`src/rtl/fifo_stream_reader_pkg.sv`:
```
// Shared types and defaults for the FIFO read-side stream consumer.
// Latency: n/a (types only).
// Backpressure: n/a (types only).
package fifo_rd_pkg;

    typedef enum logic [1:0] {
        IDLE  = 2'd0,
        RUN   = 2'd1,
        DRAIN = 2'd2
    } rd_state_t;

    localparam int DATA_W_DEF  = 8;
    // The in-flight counter is sized for this maximum read latency.
    localparam int MAX_RD_LAT  = 3;

endpackage

```
`src/rtl/fifo_stream_reader_if.sv`:
```
// FIFO read port plus outgoing valid/ready stream; m_last only exists with FRAME_LAST_EN.
// Latency: n/a (wires only).
// Backpressure: m_ready from the sink stalls the stream.
interface fifo_stream_reader_if import fifo_rd_pkg::*; #(
    parameter int DATA_W = DATA_W_DEF
) ();
    logic              fifo_empty;
    logic              fifo_rd_en;
    logic [DATA_W-1:0] fifo_rd_data;
    logic [DATA_W-1:0] m_data;
    logic              m_valid;
    logic              m_ready;
`ifdef FRAME_LAST_EN
    logic              m_last;

    modport master (
        input  fifo_empty, fifo_rd_data, m_ready,
        output fifo_rd_en, m_data, m_valid, m_last
    );
    modport slave (
        output fifo_empty, fifo_rd_data, m_ready,
        input  fifo_rd_en, m_data, m_valid, m_last
    );
`else
    modport master (
        input  fifo_empty, fifo_rd_data, m_ready,
        output fifo_rd_en, m_data, m_valid
    );
    modport slave (
        output fifo_empty, fifo_rd_data, m_ready,
        input  fifo_rd_en, m_data, m_valid
    );
`endif
endinterface

```
`src/rtl/fifo_stream_reader_stream_out_buf.sv`:
```
// Small ring buffer that holds returned FIFO words until the sink takes them.
// Latency: a pushed word is visible at head_dat the cycle after the push.
// Backpressure: none internally; the caller's credit logic must never push when full.
module stream_out_buf #(
    parameter int DATA_W = 8,
    parameter int DEPTH  = 2
) (
    input  logic                       rd_clk,
    input  logic                       rd_rst_n,
    input  logic                       push,
    input  logic [DATA_W-1:0]          push_dat,
    input  logic                       pop,
    output logic [DATA_W-1:0]          head_dat,
    output logic [$clog2(DEPTH+1)-1:0] occ
);
    localparam int              PTR_W    = (DEPTH > 1) ? $clog2(DEPTH) : 1;
    localparam int              OCC_W    = $clog2(DEPTH + 1);
    localparam logic [PTR_W-1:0] PTR_LAST = PTR_W'(DEPTH - 1);

    logic [DATA_W-1:0] mem [DEPTH];
    logic [PTR_W-1:0]  wr_ptr;
    logic [PTR_W-1:0]  rd_ptr;
    logic              do_pop;

    assign do_pop = pop && (occ != '0);

    always_ff @(posedge rd_clk) begin
        if (push) begin
            mem[wr_ptr] <= push_dat;
        end
    end

    always_ff @(posedge rd_clk or negedge rd_rst_n) begin
        if (!rd_rst_n) begin
            wr_ptr <= '0;
            rd_ptr <= '0;
            occ    <= '0;
        end else begin
            if (push) begin
                wr_ptr <= (wr_ptr == PTR_LAST) ? '0 : wr_ptr + PTR_W'(1);
            end
            if (do_pop) begin
                rd_ptr <= (rd_ptr == PTR_LAST) ? '0 : rd_ptr + PTR_W'(1);
            end
            if (push && !do_pop) begin
                occ <= occ + OCC_W'(1);
            end else if (!push && do_pop) begin
                occ <= occ - OCC_W'(1);
            end
        end
    end

    // Head reads as zero when empty so the output bus is clean out of reset.
    assign head_dat = (occ != '0) ? mem[rd_ptr] : '0;

    assert property (@(posedge rd_clk) disable iff (!rd_rst_n)
        push |-> (occ < OCC_W'(DEPTH)));

endmodule

```
`src/rtl/fifo_stream_reader.sv`:
```
// Pops a dual-clock FIFO (read side) and re-presents its words as an in-order valid/ready stream; optional m_last via FRAME_LAST_EN.
// Latency: fifo_empty falling to m_valid rising is FIFO_RD_LAT+1 rd_clk cycles; one word per cycle sustained.
// Backpressure: reads are credit-limited so words in flight plus buffered never exceed BUF_DEPTH; m_ready low stalls pops.
module fifo_stream_reader import fifo_rd_pkg::*; #(
    parameter int DATA_W      = DATA_W_DEF,
    parameter int FIFO_RD_LAT = 1,
    parameter int BUF_DEPTH   = FIFO_RD_LAT + 1,
    parameter int CNT_W       = 16,
    parameter int PKT_LEN     = 4
) (
    input  logic                 rd_clk,
    input  logic                 rd_rst_n,
    input  logic                 en,
    fifo_stream_reader_if.master io,
    output logic                 busy,
    output logic [CNT_W-1:0]     word_cnt
);
    localparam int OCC_W = $clog2(BUF_DEPTH + 1);
    localparam int SUM_W = OCC_W + 3;

    if (FIFO_RD_LAT < 1 || FIFO_RD_LAT > MAX_RD_LAT || PKT_LEN < 2 || BUF_DEPTH < 1) begin : g_param_chk
        $error("fifo_stream_reader: unsupported parameter set");
    end

    rd_state_t              state;
    logic [FIFO_RD_LAT-1:0] vld_sr;
    logic [2:0]             inflight;
    logic [OCC_W-1:0]       occ;
    logic                   capture;
    logic                   pop;
    logic [SUM_W-1:0]       credit_sum;

    assign capture = vld_sr[FIFO_RD_LAT-1];
    assign pop     = io.m_valid & io.m_ready;

    always_comb begin
        inflight = '0;
        for (int i = 0; i < FIFO_RD_LAT; i++) begin
            inflight = inflight + {2'b00, vld_sr[i]};
        end
    end

    // A word leaving the buffer this cycle frees its slot for a read issued now.
    assign credit_sum    = SUM_W'(occ) + SUM_W'(inflight) - SUM_W'(pop);
    assign io.fifo_rd_en = (state == RUN) & ~io.fifo_empty & (credit_sum < SUM_W'(BUF_DEPTH));

    assign io.m_valid = (occ != '0);
    assign busy       = (state != IDLE) | (vld_sr != '0) | (occ != '0);

    stream_out_buf #(
        .DATA_W (DATA_W),
        .DEPTH  (BUF_DEPTH)
    ) u_out_buf (
        .rd_clk   (rd_clk),
        .rd_rst_n (rd_rst_n),
        .push     (capture),
        .push_dat (io.fifo_rd_data),
        .pop      (pop),
        .head_dat (io.m_data),
        .occ      (occ)
    );

    always_ff @(posedge rd_clk or negedge rd_rst_n) begin
        if (!rd_rst_n) begin
            state <= IDLE;
        end else begin
            case (state)
                IDLE:    if (en) state <= RUN;
                RUN:     if (!en) state <= DRAIN;
                DRAIN: begin
                    if (en) begin
                        state <= RUN;
                    end else if (inflight == '0 && occ == '0) begin
                        state <= IDLE;
                    end
                end
                default: state <= IDLE;
            endcase
        end
    end

    // Bit i set means a read issued i+1 cycles ago; the top bit marks data valid now.
    always_ff @(posedge rd_clk or negedge rd_rst_n) begin
        if (!rd_rst_n) begin
            vld_sr <= '0;
        end else begin
            vld_sr <= (vld_sr << 1) | FIFO_RD_LAT'(io.fifo_rd_en);
        end
    end

    always_ff @(posedge rd_clk or negedge rd_rst_n) begin
        if (!rd_rst_n) begin
            word_cnt <= '0;
        end else if (pop) begin
            word_cnt <= word_cnt + CNT_W'(1);
        end
    end

`ifdef FRAME_LAST_EN
    localparam int FRM_W = $clog2(PKT_LEN);

    logic [FRM_W-1:0] frm_cnt;

    // Counts transfers since reset only; pausing via en keeps frame alignment.
    always_ff @(posedge rd_clk or negedge rd_rst_n) begin
        if (!rd_rst_n) begin
            frm_cnt <= '0;
        end else if (pop) begin
            frm_cnt <= (frm_cnt == FRM_W'(PKT_LEN - 1)) ? '0 : frm_cnt + FRM_W'(1);
        end
    end

    assign io.m_last = io.m_valid & (frm_cnt == FRM_W'(PKT_LEN - 1));
`endif

    assert property (@(posedge rd_clk) disable iff (!rd_rst_n)
        io.fifo_rd_en |-> !io.fifo_empty);

endmodule

```
`src/flat_wrapper.sv`:
```
// flat-port wrapper written by rule: the top's interface ports become plain ports
module fifo_stream_reader_flat import fifo_rd_pkg::*;
#(
    parameter int DATA_W      = DATA_W_DEF,
    parameter int FIFO_RD_LAT = 1,
    parameter int BUF_DEPTH   = FIFO_RD_LAT + 1,
    parameter int CNT_W       = 16,
    parameter int PKT_LEN     = 4
)
  (rd_clk, rd_rst_n, en, busy, word_cnt, io_fifo_empty, io_fifo_rd_data, io_m_ready, io_fifo_rd_en, io_m_data, io_m_valid);
  fifo_stream_reader_if #(.DATA_W(DATA_W)) io_i ();
  input  logic rd_clk;
  input  logic rd_rst_n;
  input  logic en;
  output logic busy;
  output logic [CNT_W-1:0] word_cnt;
  input wire logic [$bits(io_i.fifo_empty)-1:0] io_fifo_empty;
  input wire logic [$bits(io_i.fifo_rd_data)-1:0] io_fifo_rd_data;
  input wire logic [$bits(io_i.m_ready)-1:0] io_m_ready;
  output wire logic [$bits(io_i.fifo_rd_en)-1:0] io_fifo_rd_en;
  output wire logic [$bits(io_i.m_data)-1:0] io_m_data;
  output wire logic [$bits(io_i.m_valid)-1:0] io_m_valid;
  assign io_i.fifo_empty = io_fifo_empty;
  assign io_i.fifo_rd_data = io_fifo_rd_data;
  assign io_i.m_ready = io_m_ready;
  assign io_fifo_rd_en = io_i.fifo_rd_en;
  assign io_m_data = io_i.m_data;
  assign io_m_valid = io_i.m_valid;
  fifo_stream_reader #(.DATA_W(DATA_W), .FIFO_RD_LAT(FIFO_RD_LAT), .BUF_DEPTH(BUF_DEPTH), .CNT_W(CNT_W), .PKT_LEN(PKT_LEN)) u_core (.rd_clk(rd_clk), .rd_rst_n(rd_rst_n), .en(en), .io(io_i), .busy(busy), .word_cnt(word_cnt));
endmodule
```
`config.mk`:
```
export PLATFORM = sky130hd
export DESIGN_NAME = fifo_stream_reader_flat
export DESIGN_NICKNAME = d
export VERILOG_FILES = /design/src/rtl/fifo_stream_reader_pkg.sv /design/src/rtl/fifo_stream_reader_if.sv /design/src/rtl/fifo_stream_reader_stream_out_buf.sv /design/src/rtl/fifo_stream_reader.sv /design/src/flat_wrapper.sv
export SDC_FILE = /design/constraint.sdc
export NUM_CORES = 1
export LEC_CHECK = 0
export ABC_AREA = 1
export CORE_MARGIN = 10
export CORE_UTILIZATION = 49
export DETAILED_ROUTE_END_ITERATION = 10
export PLACE_DENSITY = 0.77
export SYNTH_ARGS = -nofsm -noshare
export SYNTH_HDL_FRONTEND = slang
export SYNTH_SLANG_ARGS = --single-unit
```
`constraint.sdc`:
```
create_clock -name rd_clk -period 2.69 [get_ports rd_clk]
set_input_delay 0.538 -clock rd_clk [delete_from_list [all_inputs] [get_ports rd_clk]]
set_output_delay 0.538 -clock rd_clk [all_outputs]
set_load 0.05 [all_outputs]
```
-- Yosys cells after proc, flatten, opt, wreduce, memory -nomap -nowiden
Memories as Yosys holds them, arrays and structs flattened.
Index checks and enable logic that the tools add are counted.
- bits in writable memories: 16
- output and inout port bits: 27
- bits of input ports: 13
- word-level logic and storage cells: 51
- memories kept: 1
- register bits: 23
- equal/unequal tests: 5
- reductions and logical operators: 13
- $add $sub $neg: 7
- multiplexer cells: 12
- bitwise gates (word level): 6
- order comparisons: 1
- memory list (memory ; words ; bits a word ; read ports ; clocked after memory_dff ; wr ports ; line ; text):
    u_core.u_out_buf.mem ; 2 ; 8 ; 1 ; 0 ; 1 ; fifo_stream_reader_stream_out_buf.sv:20 ; logic [DATA_W-1:0] mem [DEPTH];
- operators by type and width (cell ; number):
    $add 16x1->16 const B ; 1
    $mux 2 ; 6
    $mux 8 ; 1
    $pmux 2 s3 ; 1
    $reduce_bool 2->1 ; 3
    $lt 5x2->1 const B ; 1
    $sub 5x1->5 ; 1
    $logic_and 1x1->1 ; 4
    $logic_not 2->1 ; 2
    $mux 1 ; 4
    $ne 2x2->1 const B ; 2
    $add 2x1->3 ; 1
    $and 1x1->1 ; 3
    $logic_not 3->1 ; 1
    $ne 3x2->1 const B ; 1
    $reduce_and 3->1 ; 1
    $add 1x1->1 const B ; 2
    $add 2x1->2 const B ; 1
    $eq 2x1->1 const B ; 1
    $eq 2x2->1 const B ; 1
    $logic_not 1->1 ; 2
    $or 1x1->1 ; 2
    $sub 2x1->2 const B ; 1
    $not 1->1 ; 1

-- Logic depth before layout (Yosys ltp)
Gate-level depths: netlist of run 1.
- word-level depth: 6
- gate-level depth with buffers: 9
- depth with buffers taken out: 9

-- By module
Synthesis of run 1 repeated with hierarchy kept, for this count alone.
- cells, all modules: 198
- area, all modules: 1878.1 um^2
- modules (own cells, without submodules) (module ; cells each ; times used ; area each (um^2) ; seq. area each (um^2)):
    fifo_stream_reader ; 130 ; 1 ; 1071.0 ; 475.5
    stream_out_buf ; 68 ; 1 ; 807.0 ; 580.6

-- Least setup slack after synthesis of run 1
No wires, ideal clock.
- path kind: register -> output
- from: register u_core.u_out_buf.occ[1]
- to: output port io_fifo_rd_en
- data arrival time: 2007 ps
- required time: 2152 ps
- cell stages (with the launch flop): 10
- buffers on the path: 0
- slack: 145 ps
- path through: dfrtp_1 inv_1 nand2_2 nand2_4 nor2_2 inv_1 fa_1 nor3_1 nand4_1 inv_1
- cells in the longest elaborated chain, start to end: 5
- elaborated cells on any way between the ends: 6
- classes of those cells: 2 x add/sub; 1 x order compare; 2 x bitwise; 1 x reduce/logical
- ends and longest elaborated chain (what ; line ; text):
    start, declared ; fifo_stream_reader_stream_out_buf.sv:14 ; output logic [$clog2(DEPTH+1)-1:0] occ
    start signal, assigned ; fifo_stream_reader_stream_out_buf.sv:46 ; occ <= occ + OCC_W'(1);
    start signal, assigned ; fifo_stream_reader_stream_out_buf.sv:48 ; occ <= occ - OCC_W'(1);
    $reduce_bool 2->1 ; fifo_stream_reader.sv:47 ; assign io.m_valid = (occ != '0);
    named net io_m_valid ; flat_wrapper.sv:22 ; output wire logic [$bits(io_i.m_valid)-1:0] io_m_valid;
    $and 1x1->1 ; fifo_stream_reader.sv:34 ; assign pop = io.m_valid & io.m_ready;
    $sub 5x1->5 ; fifo_stream_reader.sv:44 ; assign credit_sum = SUM_W'(occ) + SUM_W'(inflight) - SUM_W'(pop);
    $lt 5x2->1 ; fifo_stream_reader.sv:45 ; assign io.fifo_rd_en = (state == RUN) & ~io.fifo_empty & (credit_sum < SUM_W'(BUF_DEPTH));
    $and 1x1->1 ; fifo_stream_reader.sv:45 ;
    end, declared ; flat_wrapper.sv:20 ; output wire logic [$bits(io_i.fifo_rd_en)-1:0] io_fifo_rd_en;
The timed path passes the listed nets, and every way through them passes these cells.

-- Worst setup path after layout of run 1
- from: register u_core.u_out_buf.occ[0]
- to: output port io_fifo_rd_en
- cells in the longest elaborated chain, start to end: 5
- elaborated cells on any way between the ends: 6
- classes of those cells: 2 x add/sub; 1 x order compare; 2 x bitwise; 1 x reduce/logical
- ends and longest elaborated chain (what ; line):
    branches (longest 2 deep; another with $add 2x1->3) ; n/a
    $sub 5x1->5 * ; fifo_stream_reader.sv:44
    $lt 5x2->1 * ; fifo_stream_reader.sv:45
    $and 1x1->1 * ; fifo_stream_reader.sv:45
Every way passes the cells marked *.

==> results of run 1 <==
[critical path: cells and delay by family, from the launching register on]
kind | cells | cell delay [ps]
DFF | 1 | 410
buffers and inverters | 4 | 310
adders and majority gates | 4 | 780
and+or+nand+nor | 2 | 290
[per-layer routing]
metal  vias to the layer above  part of all wire
met5                         -                 0
met4                         0             0.019
met3                         5             0.064
met2                        28              0.49
met1                       642              0.43
li1                        685                 -
[sequential cells by signal (all words and copies together) (netlist names)]
| signal | flops |
|---|---|
| u_core.word_cnt | 16 |
| u_core.u_out_buf.wr_ptr | 1 |
| u_core.u_out_buf.mem | 16 |
| u_core.state | 2 |
| u_core.capture | 1 |
| u_core.u_out_buf.rd_ptr | 1 |
| u_core.u_out_buf.occ | 2 |
[layout make-up]
class / instances / area, µm² / share of cell area
clock buffers: 5 / 68.8 / 0.0271
inverters: 23 / 86.3 / 0.0340
multi-input cells: 119 / 756 / 0.298
flip-flops and latches: 39 / 1060 / 0.418
repair buffers: 47 / 463 / 0.182
clock inverters: 3 / 43.8 / 0.0173
well taps: 48 / 60.1 / 0.0237
[metrics by stage]
step | setup WS [ps] | power, W
after floorplan | 145 | 0.00171
after global placement | -33.5 | 0.00211
after detailed placement | -55.4 | 0.00213
after CTS | 8.14 | 0.00263
after global routing | 0.766 | 0.00280
final | 75.8 | 0.00266
[how the worst max path moves through the flow]
| stage | cells after the start | start | slack (ps) | endpoint |
|---|---|---|---|---|
| 3_3_place_gp | 9 | io_m_ready | -30 | io_fifo_rd_en |
| 5_1_grt | 10 | u_core.u_out_buf.occ[0] | 0.8 | io_fifo_rd_en |
| 2_1_floorplan | 9 | u_core.u_out_buf.occ[1] | 150 | io_fifo_rd_en |
| 6_report | 10 | u_core.u_out_buf.occ[0] | 80 | io_fifo_rd_en |
| 4_1_cts | 10 | u_core.u_out_buf.occ[0] | 8 | io_fifo_rd_en |
| 3_5_place_dp | 9 | io_m_ready | -60 | io_fifo_rd_en |
[report_power, final]
| part | internal, W | total [W] | leakage (nW) | switching [W] |
|---|---|---|---|---|
| sequential | 0.000740 | 0.000860 | 0.433 | 0.000120 |
| clock | 0.000276 | 0.000473 | 0.0581 | 0.000197 |
| combinational | 0.000464 | 0.00133 | 0.619 | 0.000862 |
| total | 0.00148 | 0.00266 | 1.11 | 0.00118 |
[Yosys cell counts, drive strengths merged]
| library cell | n | area [µm²] |
|---|---|---|
| nand2 | 52 | 205 |
| edfxtp | 16 | 480 |
| nand3 | 6 | 47.6 |
| nand4 | 3 | 18.8 |
| xor2 | 10 | 87.6 |
| nand3b | 3 | 35.0 |
| dfrtp | 23 | 576 |
| a211oi | 1 | 7.51 |
| xnor2 | 5 | 43.8 |
| ha | 7 | 87.6 |
| nor3 | 2 | 10.0 |
| fa | 1 | 20.0 |
| clkinv | 1 | 3.75 |
| a21oi | 10 | 50.1 |
| buf | 1 | 5.00 |
| o21ai | 2 | 10.0 |
| inv | 22 | 82.6 |
| nor2 | 17 | 110 |
[cells by family after synthesis]
kind of cell,share of synthesized area
AND/OR/NAND/NOR,0.227
flip-flops,0.562
buffers and inverters,0.0486
XOR/XNOR,0.0699
AO/OA/AOI/OAI,0.0359
adder cells (fa/ha/maj),0.0572
[placed cells by master (no fill, tap or decap), types with 2 or more instances in the layout]
master and instances:
dfrtp_1 20, o21ai_0 2, nand2_1 50, a21oi_1 10
nand3b_1 2, xnor2_1 5, inv_1 18, buf_4 7
clkbuf_8 5, xor2_1 10, nor2_2 2, clkdlybuf4s50_1 37
nand3_1 4, nor2_4 4, inv_2 4, edfxtp_1 16
nand4_1 3, nor2_1 10, ha_1 6, dfrtp_2 3
[repair_timing]
| action | CTS | global route |
|---|---|---|
| hold buffers | 0 | 0 |
| gates resized for setup | 6 | 5 |
| pin swaps | 0 | 1 |
| setup endpoints to repair | 1 | 2 |
| buffers inserted | 2 | 3 |
==> metrics.txt, run 1 <==
status completed; clk buf depth 2; GRT met3 Usage 0.0393; drt pass-1 iters 4; Worst Path Required 2150 ps; Synth Warn # 0; Most Crowded Layer GR met2; Site Rows 22; drt initial violations between 70 and 80; IO Count 40; M2 GR Usage 0.188; crit start category flip-flop; routing usage on met1 0.134; setup_tns 0 ps; WL final 3810 µm; Worst path slowest cell dfrtp_2; Util after Layout 0.688; vias post-DR roughly 1400; reg2reg path depth 10; cells after synthesis 182; Inst Count DP 271; Final Skew approximately 3.3 ps; PwrDens roughly 1000 nW/µm²; DIE AREA 6720 µm²; count of non-filler cells in the finished layout between 200 and 300; Detail Placement HPWL 2800 µm; hold endpoint u_core.word_cnt[15]; Post-Layout Inst Area between 2000 and 3000 µm²; Slew @ Worst Pin around 650 ps; f_max ~380 MHz; Synth Cell Area 1880 µm²; die height slightly above 80 µm; Layout area overhead 34.9%; cell chain of the critical path ha_4, inv_1, ha_1, inv_1, ha_1, ha_1, nor3_2, nand4_1, inv_2, buf_12; Relative slew margins 0.564; filler cell count between 200 and 300; Worst Setup Path Type flip-flop to primary output; share of the yosys chip area belonging to registers 0.562; clk slew on worst S/H paths 70 ps; #FFs+latches synth 39; Placed Area around 2400 µm²; Crit. End Element primary output; CTS buffer count 5; CP Max Fanout 2; vias in the first global route roughly 1300; Detail Route Antenna Nets 0; Hold Path Cell Cnt 1; r2r endpoint u_core.capture; drt drc 0; Final Hold Fails 0; CTS tree built; Hold Crit Start u_core.word_cnt[15]; VDD IR-drop max 0.901 mV; Lkg Pwr between 1 and 1.5 nW; minimum clock period 2610 ps; largest net degree at the start of global routing 24; worst path arrival time 2080 ps; H-tree levels 2; Mean Syn Cell Area between 10 and 15 µm²; Finish-stage setup viols 0; antenna violations before repair 0; Crit Reg-Reg Startpoint u_core.u_out_buf.occ[0]; vias per cell ~4.8; unrepaired setup endpoints after global routing false; crit-path most repeated cell ha_1; remaining global-route overflow 0; Initial Utilization 0.510; max-slew violations 0; Final GP Congestion 0.766; reg-to-reg slack, setup roughly 900 ps; synth unique cells 27; clock root buffer clkbuf_8; share of cells above drive strength 1 0.161; max-cap violations 0; worst-skew pair later-pin latency ~290 ps; CP peak stage delay just over 400 ps; Hold/Removal Path Class flip-flop to flip-flop; chip width about 82 µm; floorplan core area between 3000 and 4000 µm²; Routed WL per cell around 13 µm; Global Route Usage Sum 0.115; Mapped Nets 203; first-pass GRT wire length ~6000 µm; Final Cycle Share 0.972; Nets 256; clk sinks 39; antenna diode count 0; hold slack 470 ps; port bufs 39
Power figures use the tool's default switching activity.
==> run 2, diff against run 1 <==
Settings changed: CORE_ASPECT_RATIO set to 0.75, CTS_CLUSTER_SIZE set to 30.
==> run 2 against run 1 <==
Net effect:
- worst setup slack better by 22 ps
- power decreased by 3.6%
- sequential power up 2%
- combinational power is essentially flat
- worst hold slack improved by 13 ps
- clock power is 17% lower
- cell count up 0.35%
- register-to-register slack about the same
- critical path type unchanged
==> metrics.txt, run 2 (synthesis gave the netlist of run 1 again) <==
status completed; Routed WL per cell 13.4 µm (-0.25%); most frequent cells in the layout nand2_1 (50), clkdlybuf4s50_1 (29), dfrtp_1 (21), inv_1 (19), edfxtp_1 (16); CP Max Fanout 3 (+1); area occupied by multi-input gates 756 µm² (unchanged); Hold/Removal Path Class flip-flop to flip-flop; Detail Route Antenna Nets 0 (unchanged); worst path arrival time 2050 ps (-30 ps); CP Buf/Inv Count 4 (unchanged); VDD IR-drop max 0.581 mV (-36%); Final GP Congestion 0.798 (+4.2%); Layout area overhead 33.9%; clock root buffer clkbuf_8; Final Skew 8.55 ps (+5.23 ps); most common cell after layout, fill and taps aside nand2_1; Relative slew margins 0.496 (-0.0672); Initial Utilization 0.510 (+0.000519); Worst Path Required 2150 ps (about the same); crit-path most repeated cell ha_1; WL final 3820 µm (+0.10%); drt pass-1 iters 4 (unchanged); count of non-filler cells in the finished layout 285 (+0.35%); Worst Setup Path Type flip-flop to primary output; CTS buffer count 5 (unchanged); floorplan core area 3680 µm² (-0.10%); CP peak stage delay 390 ps (-20 ps); f_max 386 MHz (+0.85%); worst-skew pair later-pin latency 290 ps (about the same); Total Power 0.00256 W (-3.6%); DIE AREA 6740 µm² (+0.38%); port bufs 39 (unchanged); Final Hold Fails 0 (unchanged); max-slew violations 0 (unchanged); IO Count 40 (unchanged); Final Cycle Share 0.964 (-0.00823); Global Route Usage Sum 0.118 (+0.00341); cell chain of the critical path ha_4, inv_1, ha_1, inv_1, ha_1, ha_1, nor3_2, nand4_1, inv_2, buf_12; register area 1060 µm² (-0.12%); H-tree levels 2 (unchanged); share of cells above drive strength 1 0.142 (-0.0194); CTS tree built; antenna diode count 0 (unchanged); clk buf depth 2 (unchanged); vias in the first global route 1422 (+10%); Top Registers u_core.u_out_buf.mem (16), u_core.word_cnt (16); Detail Placement HPWL 2870 µm (+2.5%); Util after Layout 0.683 (-0.00473); crit start category flip-flop; number of hold buffers added after CTS 0 (unchanged); Lkg Pwr 1.18 nW (+6.6%); setup_tns 0 ps (unchanged); Crit. End Element primary output; Worst path slowest cell dfrtp_2; largest net degree at the start of global routing 24 (unchanged); chip width 91.5 µm (+12%); Slew @ Worst Pin 753 ps (+100 ps); drt initial violations 39 (-49%); Nets 253 (-1.2%); Inst Count DP 275 (+1.5%); PwrDens 1020 nW/µm² (-2.9%); Site Rows 19 (-14%); hold slack 484 ps (+13.1 ps); vias per cell 4.74 (-1.0%); remaining global-route overflow 0 (unchanged); first-pass GRT wire length 6550 µm (+9.7%); drt drc 0 (unchanged); critical path's top delay family adder cells; clk slew on worst S/H paths 70 ps (about the same); vias post-DR 1351 (-0.66%); minimum clock period 2590 ps (-22.1 ps); die height 73.7 µm (-10%); filler cell count 293 (+2.4%); antenna violations before repair 0 (unchanged); unrepaired setup endpoints after global routing false; clk sinks 39 (unchanged); Finish-stage setup viols 0 (unchanged); max-cap violations 0 (unchanged)
==> run 2: per-stage QoR <==
step	instance area [µm²]	setup slack [ps]
2_1_floorplan	1880	145
3_3_place_gp	2360	-39.1
3_5_place_dp	2360	-66.2
4_1_cts	2470	14.6
5_1_grt	2520	0.641
6_report	2520	97.9
==> run 2: final timing paths <==
kind	slack [ps]	end	from	depth (start not counted)
max in group asynchronous	1830	u_core.u_out_buf.occ[0]	rd_rst_n	2
setup / recovery	100	io_fifo_rd_en	u_core.u_out_buf.occ[0]	10
setup reg to reg	890	u_core.u_out_buf.occ[1]	u_core.u_out_buf.occ[0]	9
min in group asynchronous	600	u_core.u_out_buf.rd_ptr	rd_rst_n	2
hold reg to reg	480	u_core.word_cnt[15]	u_core.word_cnt[15]	1
hold / removal	480	u_core.word_cnt[15]	u_core.word_cnt[15]	1
==> run 2: where the power goes <==
part,leakage [nW],switching (W),internal [W]
registers,0.435,0.000133,0.000740
logic,0.701,0.000853,0.000444
clock network,0.0482,0.000187,0.000207
==> run 2: cell type report <==
class,instances,area share
clock buffer,7,0.0343
tap,52,0.0258
clock inverter,1,0.00199
sequential,39,0.420
multi-input combinational,119,0.300
timing repair buffer,44,0.181
inverter,23,0.0358
==> run 2: what timing repair did <==
item,4_1_cts,5_1_grt
resized for setup,4,13
setup endpoints to repair,1,9
pin swaps,0,1
setup buffers,2,0
==> run 2: layer usage <==
metal  wire length (µm)  global-route usage  vias up
met3                194              0.0376        5
met4                 41              0.0416        0
met2               1910               0.201       26
met1               1680               0.139      643
met5                  0                   0        -
li1                   -                   -      677
